$ cat config.mk
export PLATFORM = sky130hd
export DESIGN_NAME = led_scan_decoder_flat
export DESIGN_NICKNAME = d
export VERILOG_FILES = /design/src/rtl/led_scan_if.sv /design/src/rtl/led_scan_decoder.sv /design/src/flat_wrapper.sv
export SDC_FILE = /design/constraint.sdc
export NUM_CORES = 1
export LEC_CHECK = 0
export BUFFER_PORTS_ARGS = -buffer_cell sky130_fd_sc_hd__buf_4
export CORE_MARGIN = 1.5
export CORE_UTILIZATION = 35
export CTS_BUF_LIST = sky130_fd_sc_hd__clkbuf_8
export CTS_CLUSTER_DIAMETER = 120
export DETAILED_ROUTE_END_ITERATION = 10
export HOLD_SLACK_MARGIN = 0.08
export SYNTH_ARGS = -nofsm -noshare
export SYNTH_HDL_FRONTEND = slang
export SYNTH_SLANG_ARGS = --single-unit
$ cat constraint.sdc
create_clock -name clk -period 3 [get_ports clk]
set_clock_uncertainty 0.2 [all_clocks]
set_input_delay 0.6 -clock clk [delete_from_list [all_inputs] [get_ports clk]]
set_output_delay 0.6 -clock clk [all_outputs]
set_load 0.01 [all_outputs]
$ cat src/rtl/led_scan_if.sv
// Scanned 7-segment display bus: segment lines {dp,g,f,e,d,c,b,a} and digit selects, both active-low.
// The driver (led_mux side) uses master; the receiving decoder uses slave.
interface led_scan_if #(
    parameter int N_DIGITS = 8
);
    logic [7:0]          led_out;
    logic [N_DIGITS-1:0] led_sel;

    modport master (output led_out, output led_sel);
    modport slave  (input  led_out, input  led_sel);
endinterface

$ cat src/rtl/led_scan_decoder.sv
// Purpose: de-multiplex a scanned 7-segment bus back into per-digit nibble/blank/dp registers.
// Latency: 2 + STABLE_CYCLES clk from a bus change to the captured digit; frame_done one cycle later.
// Backpressure: none, the bus is sampled every cycle. Optional digit_chg pulses via macro LED_SCAN_CHG_EN.
module led_scan_decoder #(
    parameter int N_DIGITS      = 8,
    parameter int STABLE_CYCLES = 4
) (
    input  logic                  clk,
    input  logic                  rst,
    led_scan_if.slave             bus,
    input  logic                  clr,
    output logic [4*N_DIGITS-1:0] digit_vals,
    output logic [N_DIGITS-1:0]   digit_blank,
    output logic [N_DIGITS-1:0]   digit_dp,
    output logic                  frame_done,
    output logic                  pattern_err,
    output logic                  err_sticky,
    output logic [N_DIGITS-1:0]   digit_chg
);

    typedef struct packed {
        logic [N_DIGITS-1:0] sel;
        logic [7:0]          seg;
    } scan_t;

    localparam logic [3:0]          CNT_MAX    = 4'(STABLE_CYCLES - 1);
    localparam logic [3:0]          CNT_CAP    = 4'(STABLE_CYCLES - 2);
    localparam scan_t               SCAN_IDLE  = '1;
    localparam logic [N_DIGITS-1:0] ALL_DIGITS = '1;
    localparam logic [N_DIGITS-1:0] SEL_ONE    = N_DIGITS'(1);

    // Returns {hit, nibble} for the raw active-low gfedcba pattern.
    function automatic logic [4:0] seg_decode(input logic [6:0] seg);
        logic [4:0] r;
        case (seg)
            7'h40:   r = {1'b1, 4'h0};
            7'h79:   r = {1'b1, 4'h1};
            7'h24:   r = {1'b1, 4'h2};
            7'h30:   r = {1'b1, 4'h3};
            7'h19:   r = {1'b1, 4'h4};
            7'h12:   r = {1'b1, 4'h5};
            7'h02:   r = {1'b1, 4'h6};
            7'h78:   r = {1'b1, 4'h7};
            7'h00:   r = {1'b1, 4'h8};
            7'h10:   r = {1'b1, 4'h9};
            7'h08:   r = {1'b1, 4'hA};
            7'h03:   r = {1'b1, 4'hB};
            7'h46:   r = {1'b1, 4'hC};
            7'h21:   r = {1'b1, 4'hD};
            7'h06:   r = {1'b1, 4'hE};
            7'h0E:   r = {1'b1, 4'hF};
            default: r = 5'd0;
        endcase
        return r;
    endfunction

    scan_t                  sync1_q, sync1_d;
    scan_t                  sync2_q, sync2_d;
    scan_t                  sp_prev_q, sp_prev_d;
    logic [3:0]             cnt_q, cnt_d;
    logic [4*N_DIGITS-1:0]  vals_q, vals_d;
    logic [N_DIGITS-1:0]    blank_q, blank_d;
    logic [N_DIGITS-1:0]    dp_q, dp_d;
    logic [N_DIGITS-1:0]    mask_q, mask_d;
    logic                   frame_done_q, frame_done_d;
    logic                   pattern_err_q, pattern_err_d;
    logic                   err_sticky_q, err_sticky_d;

    logic                   sp_same;
    logic                   capture;
    logic [N_DIGITS-1:0]    sel_n;
    logic                   sel_idle;
    logic                   sel_onehot;
    logic                   err_now;
    logic [4:0]             dec;

    always_comb begin
        sync1_d   = {bus.led_sel, bus.led_out};
        sync2_d   = sync1_q;
        sp_prev_d = sync2_q;

        // One capture per stable interval: the counter parks at CNT_MAX, past CNT_CAP.
        sp_same = (sync2_q == sp_prev_q);
        if (!sp_same) begin
            cnt_d = 4'd0;
        end else if (cnt_q == CNT_MAX) begin
            cnt_d = cnt_q;
        end else begin
            cnt_d = cnt_q + 4'd1;
        end
        capture = sp_same && (cnt_q == CNT_CAP);

        sel_n      = ~sync2_q.sel;
        sel_idle   = (sel_n == '0);
        sel_onehot = !sel_idle && ((sel_n & (sel_n - SEL_ONE)) == '0);
        dec        = seg_decode(sync2_q.seg[6:0]);

        vals_d       = vals_q;
        blank_d      = blank_q;
        dp_d         = dp_q;
        err_now      = 1'b0;
        frame_done_d = (mask_q == ALL_DIGITS) && !clr;
        mask_d       = (clr || (mask_q == ALL_DIGITS)) ? '0 : mask_q;

        if (capture && !sel_idle) begin
            if (!sel_onehot) begin
                err_now = 1'b1;
            end else begin
                for (int i = 0; i < N_DIGITS; i++) begin
                    if (sel_n[i]) begin
                        dp_d[i]   = ~sync2_q.seg[7];
                        mask_d[i] = 1'b1;
                        if (sync2_q.seg[6:0] == 7'h7F) begin
                            vals_d[4*i +: 4] = 4'h0;
                            blank_d[i]       = 1'b1;
                        end else if (dec[4]) begin
                            vals_d[4*i +: 4] = dec[3:0];
                            blank_d[i]       = 1'b0;
                        end else begin
                            err_now = 1'b1;
                        end
                    end
                end
            end
        end

        pattern_err_d = err_now;
        // A new error outranks a simultaneous clr.
        err_sticky_d  = (err_sticky_q && !clr) || err_now;
    end

    always_ff @(posedge clk or negedge rst) begin
        if (!rst) begin
            sync1_q       <= SCAN_IDLE;
            sync2_q       <= SCAN_IDLE;
            sp_prev_q     <= SCAN_IDLE;
            cnt_q         <= 4'd0;
            vals_q        <= '0;
            blank_q       <= '1;
            dp_q          <= '0;
            mask_q        <= '0;
            frame_done_q  <= 1'b0;
            pattern_err_q <= 1'b0;
            err_sticky_q  <= 1'b0;
        end else begin
            sync1_q       <= sync1_d;
            sync2_q       <= sync2_d;
            sp_prev_q     <= sp_prev_d;
            cnt_q         <= cnt_d;
            vals_q        <= vals_d;
            blank_q       <= blank_d;
            dp_q          <= dp_d;
            mask_q        <= mask_d;
            frame_done_q  <= frame_done_d;
            pattern_err_q <= pattern_err_d;
            err_sticky_q  <= err_sticky_d;
        end
    end

`ifdef LED_SCAN_CHG_EN
    logic [N_DIGITS-1:0] chg_q, chg_d;

    // The output registers double as the shadow of the previous capture.
    always_comb begin
        chg_d = '0;
        for (int i = 0; i < N_DIGITS; i++) begin
            chg_d[i] = capture && sel_onehot && sel_n[i] &&
                       ({vals_d[4*i +: 4], blank_d[i], dp_d[i]} !=
                        {vals_q[4*i +: 4], blank_q[i], dp_q[i]});
        end
    end

    always_ff @(posedge clk or negedge rst) begin
        if (!rst) begin
            chg_q <= '0;
        end else begin
            chg_q <= chg_d;
        end
    end

    assign digit_chg = chg_q;
`else
    assign digit_chg = '0;
`endif

    assign digit_vals  = vals_q;
    assign digit_blank = blank_q;
    assign digit_dp    = dp_q;
    assign frame_done  = frame_done_q;
    assign pattern_err = pattern_err_q;
    assign err_sticky  = err_sticky_q;

endmodule
$ cat src/flat_wrapper.sv
// flat-port wrapper written by rule: the top's interface ports become plain ports
module led_scan_decoder_flat 
#(
    parameter int N_DIGITS      = 8,
    parameter int STABLE_CYCLES = 4
)
  (clk, rst, clr, digit_vals, digit_blank, digit_dp, frame_done, pattern_err, err_sticky, digit_chg, bus_led_out, bus_led_sel);
  led_scan_if #(.N_DIGITS(N_DIGITS)) bus_i ();
  input  logic clk;
  input  logic rst;
  input  logic clr;
  output logic [4*N_DIGITS-1:0] digit_vals;
  output logic [N_DIGITS-1:0] digit_blank;
  output logic [N_DIGITS-1:0] digit_dp;
  output logic frame_done;
  output logic pattern_err;
  output logic err_sticky;
  output logic [N_DIGITS-1:0] digit_chg;
  input wire logic [$bits(bus_i.led_out)-1:0] bus_led_out;
  input wire logic [$bits(bus_i.led_sel)-1:0] bus_led_sel;
  assign bus_i.led_out = bus_led_out;
  assign bus_i.led_sel = bus_led_sel;
  led_scan_decoder #(.N_DIGITS(N_DIGITS), .STABLE_CYCLES(STABLE_CYCLES)) u_core (.clk(clk), .rst(rst), .bus(bus_i), .clr(clr), .digit_vals(digit_vals), .digit_blank(digit_blank), .digit_dp(digit_dp), .frame_done(frame_done), .pattern_err(pattern_err), .err_sticky(err_sticky), .digit_chg(digit_chg));
endmodule
## After elaboration in Yosys (flattened, before gate mapping)

Cells that the tools add are included.

| operators by class | value |
|---|---|
| add/subtract/negate cells | 2 |
| shift-type cells | 0 |
| equality and inequality tests | 21 |
| bitwise logic cells | 3 |
| magnitude comparators | 0 |
| mux-type cells | 48 |
| div/mod/pow operators | 0 |
| reductions and logical operators | 29 |
| multipliers | 0 |

Operator list:

| kind | number |
|---|---|
| $pmux 5 s16 | 1 |
| $mux 1 | 40 |
| $eq 7x7->1 const B | 5 |
| $reduce_and 4->1 | 8 |
| $mux 8 | 3 |
| $reduce_and 3->1 | 8 |
| $eq 7x5->1 const B | 3 |
| $eq 7x6->1 const B | 3 |
| $eq 16x16->1 | 1 |
| $logic_not 8->1 | 2 |
| $mux 4 | 4 |
| $eq 7x2->1 const B | 2 |
| $eq 7x4->1 const B | 2 |
| $and 8x8->8 | 1 |
| $eq 4x2->1 const B | 2 |
| $eq 8x8->1 const B | 1 |
| $not 8->8 | 1 |
| $sub 8x1->8 const B | 1 |
| $eq 7x3->1 const B | 1 |
| $logic_not 7->1 | 1 |
| $logic_and 1x1->1 | 5 |
| $add 4x1->4 const B | 1 |
| $logic_not 1->1 | 2 |
| $logic_or 1x1->1 | 2 |
| 3 further kinds | 3 |

| word-level totals | value |
|---|---|
| RAM bits | 0 |
| register bits after elaboration | 111 |
| word-level logic and storage cells | 138 |
| input port bits | 19 |
| latch bits | 0 |
| memories | 0 |
| ROM bits | 0 |

## Logic depth before layout (Yosys ltp)

Gate-level depths: netlist of run 1.

| depth | value |
|---|---|
| word-level depth | 33 |
| mapped depth | 10 |

## Worst setup path before layout of run 1

OpenSTA, ideal clock, no wires.

| path | value |
|---|---|
| kind | register to register |
| start point | register u_core.sync2_q, in the netlist u_core.sp_prev_d[7] |
| end point | register u_core.vals_q[10], in the netlist u_core.digit_vals[10] |
| cell stages (with the launch flop) | 9 |
| path slack | 0.276 ns |
| clock period less this slack | 2.724 ns |
| data arrival time | 2.397 ns |
| library setup time | 0.128 ns |
| required time | 2.672 ns |
| path buffers | 2 |
| path through | dfstp_2 clkbuf_1 xnor2_1 nand4_1 nor4_4 nand2_2 buf_4 nor4_4 mux2_1 |

| on the way | value |
|---|---|
| cells in the longest elaborated chain, start to end | 4 |

Ends and longest elaborated chain:

| element | line | source |
|---|---|---|
| start: declaration | led_scan_decoder.sv:58 | `scan_t sync2_q, sync2_d;` |
| start signal: assignment | led_scan_decoder.sv:147 | `sync2_q <= sync2_d;` |
| $eq 16x16->1 | led_scan_decoder.sv:83 | `sp_same = (sync2_q == sp_prev_q);` |
| $logic_and 1x1->1 | led_scan_decoder.sv:91 | `capture = sp_same && (cnt_q == CNT_CAP);` |
| $logic_and 1x1->1 | led_scan_decoder.sv:105 | `if (capture && !sel_idle) begin` |
| $reduce_and 4->1 (no line) | -- |  |
| end signal: assignment | led_scan_decoder.sv:150 | `vals_q <= vals_d;` |
| end: declaration | led_scan_decoder.sv:61 | `logic [4*N_DIGITS-1:0] vals_q, vals_d;` |

No other way between the ends.
A chain may end at the register's enable or synchronous reset.

## Final worst setup path of run 1

| path | value |
|---|---|
| start point | register u_core.sync2_q, in the netlist u_core.sp_prev_d[1] |
| end point | register u_core.vals_q[22], in the netlist u_core.digit_vals[22] |

| on the way | value |
|---|---|
| cells in the longest elaborated chain, start to end | 4 |

Ends and longest elaborated chain:

| element | line | source |
|---|---|---|
| $eq 7x4->1, or another cell as far along | led_scan_decoder.sv:35 | `case (seg)` |
| $pmux 5 s16 / $logic_and 1x1->1 (equally long branches) | led_scan_decoder.sv:35, led_scan_decoder.sv:91 |  |
| $reduce_bool 2->1 (no line), or another cell as far along | -- |  |
| $reduce_and 4->1 (no line) / $mux 4 (equally long branches) | -- |  |

Several ways; a longest one is shown, not always the timed one. The select of a mux whose other input is x is not followed.

==> results of run 1 <==
state kept, by name, indices dropped and copies added, names as in the netlist:
name	count
u_core.digit_vals	32
u_core.sp_prev_d	16
u_core.pattern_err	1
u_core.sync1_q	16
u_core.mask_q	8
u_core.digit_blank	8
u_core.digit_dp	8
u_core.sp_prev_q	16
u_core.frame_done	1
u_core.cnt_q	4
u_core.err_sticky	1
cell type report:
class                      instances  area [sq um]  share of cell area
multi-input combinational        221          1712              0.2960
clock inverter                     6         60.06             0.01039
clock buffer                      10         137.6             0.02380
timing repair buffer              93         725.7              0.1255
tap                              176         220.2             0.03809
sequential                       111          2851              0.4932
inverter                          20         75.07             0.01298
metal layers:
| layer | up-vias | global-route usage |
|---|---|---|
| li1 | 1520 | - |
| met1 | 1611 | 0.2098 |
| met2 | 89 | 0.2364 |
| met3 | 16 | 0.03755 |
| met4 | 0 | 0.05952 |
| met5 | - | 0 |
how the worst max path moves through the flow:
stage	startpoint	to	slack [ps]	cells after the start
finish	u_core.sp_prev_d[1]$_DFF_PN1_	u_core.digit_vals[22]$_DFFE_PN0P_	110	7
global route	u_core.sp_prev_d[1]$_DFF_PN1_	u_core.digit_vals[22]$_DFFE_PN0P_	3	7
CTS	u_core.sp_prev_d[4]$_DFF_PN1_	u_core.err_sticky$_DFF_PN0_	50	7
detailed placement	u_core.sp_prev_d[4]$_DFF_PN1_	u_core.err_sticky$_DFF_PN0_	60	7
global placement	u_core.sp_prev_d[6]$_DFF_PN1_	u_core.err_sticky$_DFF_PN0_	160	7
floorplan	u_core.sp_prev_d[7]$_DFF_PN1_	u_core.digit_vals[10]$_DFFE_PN0P_	280	8
critical path, stage by stage, from the launching register on:
cell and delay (ps):
dfstp_4 720, or3b_1 400, or4b_4 510, nand4_2 140, a211oi_4 60, buf_12 180
nor4_4 220, mux2_1 350
power by group through the flow:
| stage | Sequential (mW) | Clock (mW) | Combinational [mW] |
|---|---|---|---|
| floorplan | 1.60 | 0 | 0.116 |
| global placement | 1.62 | 0 | 0.173 |
| detailed placement | 1.62 | 0 | 0.176 |
| CTS | 1.59 | 0.937 | 0.177 |
| global route | 1.60 | 0.988 | 0.204 |
| finish | 1.59 | 0.893 | 0.185 |
kinds of logic (layout without fill, tap and decap cells):
| kind of cell | after synthesis | in the layout | share of synthesized area |
|---|---|---|---|
| buffers and inverters | 57 | 129 | 0.06021 |
| XOR/XNOR | 18 | 18 | 0.03298 |
| other | 1 | 8 | 0.0007846 |
| multiplexers | 9 | 9 | 0.02094 |
| AO/OA/AOI/OAI | 96 | 96 | 0.1563 |
| AND/OR/NAND/NOR | 87 | 87 | 0.1257 |
| flip-flops | 111 | 111 | 0.5958 |
| adder cells (fa/ha/maj) | 3 | 3 | 0.007329 |
synthesized netlist by cell type (all sizes together), types with 2 or more instances:
library cell,count,area (sq um)
nand2b,2,12.51
and2,4,25.02
buf,25,167.7
nand3b,2,15.01
clkbuf,12,45.04
dfrtp,55,1376
o41ai,15,198.9
nor2b,3,18.77
or3b,2,17.52
xnor2,18,157.7
nor3,3,15.01
ha,2,25.02
and3,6,37.54
nand3,9,45.04
and3b,2,17.52
nand2,16,62.56
a211oi,2,27.53
mux2,8,90.09
o21ai,19,95.09
o22ai,19,118.9
inv,20,75.07
a21oi,3,15.01
a31oi,2,12.51
nand4,10,68.81
o31ai,26,195.2
nor3b,2,15.01
nor4,9,156.4
dfstp,56,1471
nor2,12,45.04
o211ai,2,15.01
timing repair:
action,CTS,global route
endpoints found under the hold margin,7,0
setup endpoints to repair,0,16
gates resized for setup,0,6
buffers inserted,0,3
hold buffers,1,0
==> results.py, run 1 <==
metrics = {
    "global_route": {
        "grtUsageTotal": 0.1536,
        "overflow": 0,
        "grt_pass1_wl_um": 17020,
        "first_global_vias": 3142,
        "antenna_found_initial": 0,
        "grt_max_degree": 49,
    },
    "clock_network": {
        "cts_sinks": 111,
        "cts_made_buffers": 9,
        "cts-root-buf": "clkbuf_8",
        "clkTransAtPathRegs_ps": 100,
        "clk_latency_ps": 390,
        "cts_max_level": 3,
        "cts_tree": "done",
        "clockBufferDepth": 2,
    },
    "layout": {
        "antenna_cells": 0,
        "post-route-util": 0.4349,
        "area_delta_synth_final_pct": 20.97,
        "fillCellCount": 1242,
        "most-common-layout-cells": "buf_4 (90), dfrtp_1 (55), dfstp_2 (55)",
        "finalInstanceArea_sq_mm": 0.005782,
        "layout.cells.non_filler": 637,
        "layout_commonest_cell": "buf_4",
        "fin_nets": 477,
        "drive_gt1_frac": 0.4056,
    },
    "sta": {
        "fin_crit_sh": 0.9619,
        "finalSetupTns_ps": 0,
        "slew_headroom": 0.6347,
        "hold_ws_ps": 119.6,
        "hold_viol_final": 0,
        "finalCriticalPeriod_ps": 2886,
        "tightest_slew_ps": 547.9,
        "rsz0062_at_grt": "no",
        "final_max_slew_viol_count": 0,
        "max_freq_ghz": 0.3465,
        "fin_ws_ps": 114.3,
        "setup_viol": 0,
    },
    "power_and_ir_drop": {
        "power_switching_uw": 640.7,
        "leakagePower_nw": 2.478,
        "finalPower_mw": 2.672,
        "comb_power_share": 0.069,
        "intPower_mw": 2.031,
        "p_seq_frac": 0.596,
        "swShare": 0.2398,
        "power_density_mw_per_mm2": 462.1,
        "clkPwrFrac": 0.334,
        "peakVddDrop_v": 0.0003139,
    },
    "detailed_routing": {
        "wl_met1_um": 4851,
        "final_antenna_net_count": 0,
        "drt_pass1_iterations": 4,
        "drt-wirelength-per-cell_um": 16.46,
        "num_vias": 3236,
        "drcViolationCount": 0,
        "wl_met3_um": 484,
        "drtIter0Drc": 183,
        "wl_met2_um": 4937,
        "vias_per_cell": 5.080,
        "top_layer": "met4",
        "routed_wl_um": 10480,
    },
    "floorplan": {
        "start_util": 0.3595,
        "die-area_sq_mm": 0.01437,
        "coreArea_sq_mm": 0.01330,
        "die_height_um": 119.9,
        "row_count": 42,
        "dieWidth_um": 119.9,
        "io_pins": 78,
    },
    "run": {
        "drv_cap": 0,
    },
    "hold_path": {
        "min_path_cells": 1,
        "hold_class": "input pin to register",
        "holdCritStartpoint": "bus_led_out[4]",
        "min_to": "u_core.sync1_q[4]$_DFF_PN1_",
    },
    "worst_setup_path": {
        "path_max_fanout": 17,
        "arrival_ps": 2970,
        "cp-start-kind": "register",
        "crit_path_end_kind": "register",
        "r2r_cells": 7,
        "criticalPathCategory": "register to register",
        "r2r_slack_ps": 110,
        "reg2reg_to": "u_core.digit_vals[22]$_DFFE_PN0P_",
        "r2r_start": "u_core.sp_prev_d[1]$_DFF_PN1_",
        "crit_required_ps": 3080,
    },
    "placed_design": {
        "place_area_sq_mm": 0.005495,
        "gp_congestion": 0.9202,
        "dp.cells": 617,
        "detailed_place_hpwl_um": 7011,
        "dp_slack_ps": 56.52,
        "port_buffers": 69,
    },
    "synthesis": {
        "syn_avg_cell_area_sq_um": 12.51,
        "synth_cell_types": 56,
        "synth-edff-count": 0,
        "synth.ff_latch_count": 111,
        "yosysSeqAreaShare": 0.5958,
        "synth_warnings": 0,
        "synthCells": 382,
        "ys.flop_type": "dfstp_2",
        "synth-async-reset-ratio": 1.000,
        "synth_area_sq_mm": 0.004780,
    },
    "status": {
        "status": "complete, no violations",
    },
}
(Power assumes the default switching activity.)
==> run 2, diff against run 1 <==
--- a/config.mk
+++ b/config.mk
@@ -5,13 +5,14 @@
 export SDC_FILE = /design/constraint.sdc
 export NUM_CORES = 1
 export LEC_CHECK = 0
-export BUFFER_PORTS_ARGS = -buffer_cell sky130_fd_sc_hd__buf_4
 export CORE_MARGIN = 1.5
 export CORE_UTILIZATION = 35
 export CTS_BUF_LIST = sky130_fd_sc_hd__clkbuf_8
 export CTS_CLUSTER_DIAMETER = 120
 export DETAILED_ROUTE_END_ITERATION = 10
+export DONT_BUFFER_PORTS = 1
 export HOLD_SLACK_MARGIN = 0.08
+export PLACE_DENSITY_LB_ADDON = 0.25
 export SYNTH_ARGS = -nofsm -noshare
 export SYNTH_HDL_FRONTEND = slang
 export SYNTH_SLANG_ARGS = --single-unit
==> run 2 against run 1 <==
  * The flow now finishes with violations (hold timing)
  * Cell count fell by 8.5%
  * Sequential power barely moved
  * Critical path depth did not move
==> results.py, run 2 (synthesis results as in run 1) <==
metrics = {
    "worst_setup_path": {
        "r2r_cells": 7,
        "crit_required_ps": 3080,
        "criticalPathCategory": "register to register",
        "cp-start-kind": "register",
        "arrival_ps": 3000,
        "crit_path_end_kind": "register",
        "path_max_fanout": 14,
    },
    "floorplan": {
        "dieWidth_um": 119.9,
        "die-area_sq_mm": 0.01437,
        "start_util": 0.3595,
        "die_height_um": 119.9,
        "io_pins": 78,
        "coreArea_sq_mm": 0.01330,
        "row_count": 42,
    },
    "power_and_ir_drop": {
        "leakagePower_nw": 2.174,
        "power_density_mw_per_mm2": 515.3,
        "finalPower_mw": 2.800,
        "peakVddDrop_v": 0.0003829,
    },
    "sta": {
        "hold_viol_final": 111,
        "finalCriticalPeriod_ps": 2916,
        "tightest_slew_ps": 556.9,
        "fin_ws_ps": 84.33,
        "rsz0062_at_grt": "yes",
        "finalSetupTns_ps": 0,
        "setup_viol": 0,
        "fin_crit_sh": 0.9719,
        "max_freq_ghz": 0.3430,
        "final_max_slew_viol_count": 0,
        "slew_headroom": 0.6287,
        "hold_ws_ps": -307.0,
    },
    "detailed_routing": {
        "num_vias": 3101,
        "drtIter0Drc": 248,
        "routed_wl_um": 10170,
        "drt_pass1_iterations": 4,
        "final_antenna_net_count": 0,
        "drcViolationCount": 0,
        "drt-wirelength-per-cell_um": 17.44,
        "vias_per_cell": 5.319,
    },
    "clock_network": {
        "clk_latency_ps": 390,
        "cts_tree": "done",
        "clockBufferDepth": 2,
        "cts-root-buf": "clkbuf_8",
        "clkTransAtPathRegs_ps": 110,
        "cts_sinks": 111,
        "postCtsHoldBufs": 17,
        "cts_made_buffers": 9,
        "cts_max_level": 3,
    },
    "global_route": {
        "grt_max_degree": 112,
        "first_global_vias": 3000,
        "grtUsageTotal": 0.1500,
        "overflow": 0,
        "antenna_found_initial": 0,
        "grt_pass1_wl_um": 16530,
    },
    "status": {
        "status": "complete, but fails checks",
        "failed_checks": "hold timing",
    },
    "layout": {
        "drive_gt1_frac": 0.2850,
        "antenna_cells": 0,
        "layout_commonest_cell": "dfstp_2",
        "finalInstanceArea_sq_mm": 0.005433,
        "fillCellCount": 1285,
        "post-route-util": 0.4086,
        "multi_input_area_sq_mm": 0.001698,
        "largest_register_ffs": 32,
        "fin_nets": 423,
        "area_delta_synth_final_pct": 13.66,
        "seq_area_sq_mm": 0.002848,
        "most-common-layout-cells": "dfstp_2 (56), dfrtp_1 (55), o31ai_1 (26)",
    },
    "placed_design": {
        "detailed_place_hpwl_um": 6731,
        "place_area_sq_mm": 0.004972,
        "gp_congestion": 0.8051,
        "dp_slack_ps": 54.45,
        "port_buffers": 0,
    },
    "run": {
        "drv_cap": 0,
    },
    "hold_path": {
        "hold_class": "input pin to async pin",
    },
}
## run 2: cell types whose count changed in the layout (fill, tap and decap cells not counted), moves of 2 or more
cell	before	now
bufinv_16	1	3
clkinv_2	2	0
dlygate4sd3_1	1	17
buf_4	90	21
## run 2: final timing paths
kind                                               start                           endpoint  slack [ps]
setup / recovery           u_core.sp_prev_d[1]$_DFF_PN1_  u_core.digit_vals[18]$_DFFE_PN0P_          80
hold / removal                                       rst   u_core.digit_vals[8]$_DFFE_PN0P_        -310
setup reg to reg           u_core.sp_prev_d[1]$_DFF_PN1_  u_core.digit_vals[18]$_DFFE_PN0P_          80
hold reg to reg              u_core.sync1_q[8]$_DFF_PN1_      u_core.sp_prev_d[8]$_DFF_PN1_         160
max in group asynchronous                            rst      u_core.sp_prev_d[7]$_DFF_PN1_        2670
min in group clk                                     clr        u_core.err_sticky$_DFF_PN0_         120
## run 2: what timing repair did
action,in CTS,in global routing
buffers inserted,0,1
endpoints found under the hold margin,128,111
resized for setup,0,3
endpoints found under the setup margin,0,3
## run 2: power breakdown
part	internal [mW]	switching, mW	total [mW]	leakage [nW]
sequential	1.56	0.0348	1.59	1.36
clock	0.575	0.485	1.06	0.126
combinational	0.0636	0.0853	0.149	0.692
total	2.19	0.605	2.80	2.17
## run 2: layout make-up
class                      count  share of cell area
tap                          176             0.04053
inverter                      20             0.01382
timing repair buffer          39             0.06403
multi-input combinational    221              0.3125
clock buffer                  10             0.02533
sequential                   111              0.5242
clock inverter                 6             0.01958
## run 2: per-stage QoR
step	std cells	hold slack, ps
after floorplan	389	104.4
after global placement	549	107.3
after detailed placement	549	107.3
after CTS	582	-333.4
after global routing	583	-334.4
final	583	-307.0
## run 2: per-layer routing
layer	global-route usage	vias up	share of wire
met2	0.2288	121	0.47
met5	0	-	0
met4	0.05580	0	0.021
li1	-	1410	-
met3	0.04895	12	0.072
met1	0.1994	1558	0.44
## run 2: critical path, stage by stage (launching register included)
cell	delay [ps]
dfstp_2	670
or3b_1	430
or4b_4	530
nand4_2	140
a211oi_4	60
buf_12	180
nor4_2	260
mux2_1	360
==> run 3, diff against run 2 <==
--- a/config.mk
+++ b/config.mk
@@ -5,6 +5,7 @@
 export SDC_FILE = /design/constraint.sdc
 export NUM_CORES = 1
 export LEC_CHECK = 0
+export ABC_AREA = 1
 export CORE_MARGIN = 1.5
 export CORE_UTILIZATION = 35
 export CTS_BUF_LIST = sky130_fd_sc_hd__clkbuf_8
==> run 3 against run 2 <==
  * The run still ends with hold timing left
  * Maximum frequency up 13%
  * Area after synthesis increased by 0.13%
  * Synthesized cell count increased by 35%
  * Global-route usage down 0.44 points
  * Final area is 2.7% lower
  * Clock power decreased by 18%
  * Sequential power hardly changed
  * Die area rose by 0.13%
  * Critical path type unchanged
  * Largest cell class unchanged
  * Largest power group unchanged
==> results.py, run 3 <==
metrics = {
    "status": {
        "status": "complete, but fails checks",
        "failed_checks": "hold timing",
    },
    "sta": {
        "finalCriticalPeriod_ps": 2575,
        "hold_ws_ps": -304.7,
        "max_freq_ghz": 0.3884,
        "tightest_slew_ps": 568.6,
        "slew_headroom": 0.6198,
        "final_max_slew_viol_count": 0,
        "rsz0062_at_grt": "no",
        "setup_viol": 0,
        "hold_viol_final": 111,
        "fin_crit_sh": 0.8583,
        "finalSetupTns_ps": 0,
    },
    "layout": {
        "antenna_cells": 0,
        "most-common-layout-cells": "nand2_1 (218), dfstp_2 (56), dfrtp_1 (55)",
        "seq_area_sq_mm": 0.002848,
        "layout_commonest_cell": "nand2_1",
        "fillCellCount": 1332,
        "area_delta_synth_final_pct": 10.46,
        "largest_register_ffs": 32,
        "finalInstanceArea_sq_mm": 0.005286,
        "multi_input_area_sq_mm": 0.001678,
        "fin_nets": 561,
        "drive_gt1_frac": 0.2239,
        "post-route-util": 0.3976,
    },
    "clock_network": {
        "clk_latency_ps": 390,
        "cts_max_level": 3,
        "clockBufferDepth": 2,
        "postCtsHoldBufs": 17,
        "cts-root-buf": "clkbuf_8",
        "clkTransAtPathRegs_ps": 110,
        "cts_sinks": 111,
        "cts_tree": "done",
        "post-cts-setup-buffer-count": 0,
        "cts_made_buffers": 9,
        "post_cts_resized": 0,
    },
    "worst_setup_path": {
        "crit_buf_inv": 1,
        "critical-path-max-stage-delay_ps": 690,
        "path_max_fanout": 24,
        "path_delay_family": "simple AND/OR/NAND/NOR gates",
        "criticalPathCategory": "register to register",
        "crit_path_end_kind": "register",
        "arrival_ps": 2670,
        "critical_path.slowest_cell": "dfstp_2",
        "cp-start-kind": "register",
        "cpMostUsedCell": "nand2_1",
        "crit_path_cell_trace": "inv_1 > nand2_1 > nand2_1 > nor2_1 > nand2_1 > nor2_1 > nand3_2 > nor2_8 > nand3_1 > nand2_1 > nand2_1",
        "crit_required_ps": 3100,
    },
    "detailed_routing": {
        "wl_met3_um": 609,
        "num_vias": 3244,
        "top_layer": "met4",
        "drcViolationCount": 0,
        "drt_pass1_iterations": 4,
        "wl_met1_um": 4719,
        "wl_met2_um": 4331,
        "drt-wirelength-per-cell_um": 13.68,
        "routed_wl_um": 9865,
        "drtIter0Drc": 203,
        "final_antenna_net_count": 0,
        "vias_per_cell": 4.499,
    },
    "run": {
        "drv_cap": 0,
    },
    "global_route": {
        "grtUsageTotal": 0.1456,
        "grt_pass1_wl_um": 16080,
        "grt_max_degree": 112,
        "first_global_vias": 3063,
        "antenna_found_initial": 0,
        "overflow": 0,
    },
    "synthesis": {
        "synthTopCellsByCount": "nand2_1 (218), dfstp_2 (56), dfrtp_1 (55)",
        "synth-edff-count": 0,
        "synth_most_common_cell": "nand2_1",
        "synth.ff_latch_count": 111,
        "netlist.area_leader.share": 0.3075,
        "synth_warnings": 0,
        "synth-async-reset-ratio": 1.000,
        "synth_area_sq_mm": 0.004786,
        "yosysSeqAreaShare": 0.5950,
        "ys.flop_type": "dfstp_2",
        "synth_area_leaders": "dfstp_2 (31%), dfrtp_1 (29%), nand2_1 (17%)",
        "syn_avg_cell_area_sq_um": 9.257,
        "synthCells": 517,
        "synth_cell_types": 33,
        "yosysTopAreaCell": "dfstp_2",
    },
    "placed_design": {
        "gp_congestion": 0.9034,
        "port_buffers": 0,
        "detailed_place_hpwl_um": 6893,
        "place_area_sq_mm": 0.004926,
    },
    "hold_path": {
        "hold_class": "input pin to async pin",
    },
    "floorplan": {
        "die_height_um": 119.9,
        "coreArea_sq_mm": 0.01330,
        "dieWidth_um": 119.9,
        "io_pins": 78,
        "start_util": 0.3600,
        "die-area_sq_mm": 0.01438,
        "row_count": 42,
    },
    "power_and_ir_drop": {
        "peakVddDrop_v": 0.0003796,
        "power_density_mw_per_mm2": 485.7,
        "leakagePower_nw": 2.651,
    },
}
## run 3: cell types whose count changed in the layout (fill, tap and decap cells not counted), sizes merged, moves of 9 or more
cell / before / now
nand3: 9 / 24
nor2: 12 / 58
o41ai: 15 / 0
nand2: 16 / 228
buf: 22 / 1
o31ai: 26 / 1
inv: 22 / 48
o21ai: 19 / 10
o22ai: 19 / 0
xnor2: 18 / 0
## run 3: stage by stage
stage,cells,setup WS [ps],hold slack (ps),total power [mW]
finish,721,425.0,-304.7,2.568
global route,721,193.7,-333.2,2.684
CTS,721,378.3,-335.0,2.609
detailed placement,688,393.3,110.5,1.712
global placement,688,421.1,110.1,1.710
floorplan,524,996.1,104.4,1.695
## run 3: final cells by class
cell class              instances  share of cell area
inverters                      46             0.03266
flip-flops and latches        111              0.5387
repair buffers                 18             0.03361
clock buffers                  10             0.02604
multi-input cells             354              0.3174
well taps                     176             0.04166
clock inverters                 6            0.009941
## run 3: kinds of logic (layout without fill, tap and decap cells)
kind of cell             Yosys count  after routing  share of synthesized area
adder cells (fa/ha/maj)            2              2                   0.005228
flip-flops                       111            111                     0.5950
AND/OR/NAND/NOR                  329            329                     0.3192
buffers and inverters             59             80                    0.05987
AO/OA/AOI/OAI                     13             13                    0.01621
XOR/XNOR                           2              2                   0.003661
other                              1              8                  0.0007836
## run 3: worst paths after layout
check	to	slack, ps	start	cells after the start
max	u_core.digit_vals[19]$_DFFE_PN0P_	430	u_core.sp_prev_d[7]$_DFF_PN1_	11
min	u_core.digit_vals[20]$_DFFE_PN0P_	-300	rst	0
max reg2reg	u_core.digit_vals[19]$_DFFE_PN0P_	430	u_core.sp_prev_d[7]$_DFF_PN1_	11
min reg2reg	u_core.sp_prev_d[2]$_DFF_PN1_	160	u_core.sync1_q[2]$_DFF_PN1_	0
max in group asynchronous	u_core.sp_prev_d[7]$_DFF_PN1_	2660	rst	0
min in group clk	u_core.sp_prev_d[2]$_DFF_PN1_	160	u_core.sync1_q[2]$_DFF_PN1_	0
## run 3: metal layers
| metal | GRT usage | vias to the layer above |
|---|---|---|
| met5 | 0 | - |
| met3 | 0.04325 | 14 |
| met2 | 0.2129 | 79 |
| li1 | - | 1622 |
| met4 | 0.07143 | 0 |
| met1 | 0.1965 | 1529 |
## run 3: power breakdown
| part | leakage (nW) | internal (mW) | switching, mW | total [mW] |
|---|---|---|---|---|
| logic | 1.20 | 0.0397 | 0.0730 | 0.113 |
| clock network | 0.0910 | 0.336 | 0.528 | 0.864 |
| registers | 1.36 | 1.56 | 0.0344 | 1.59 |
| total | 2.65 | 1.93 | 0.635 | 2.57 |
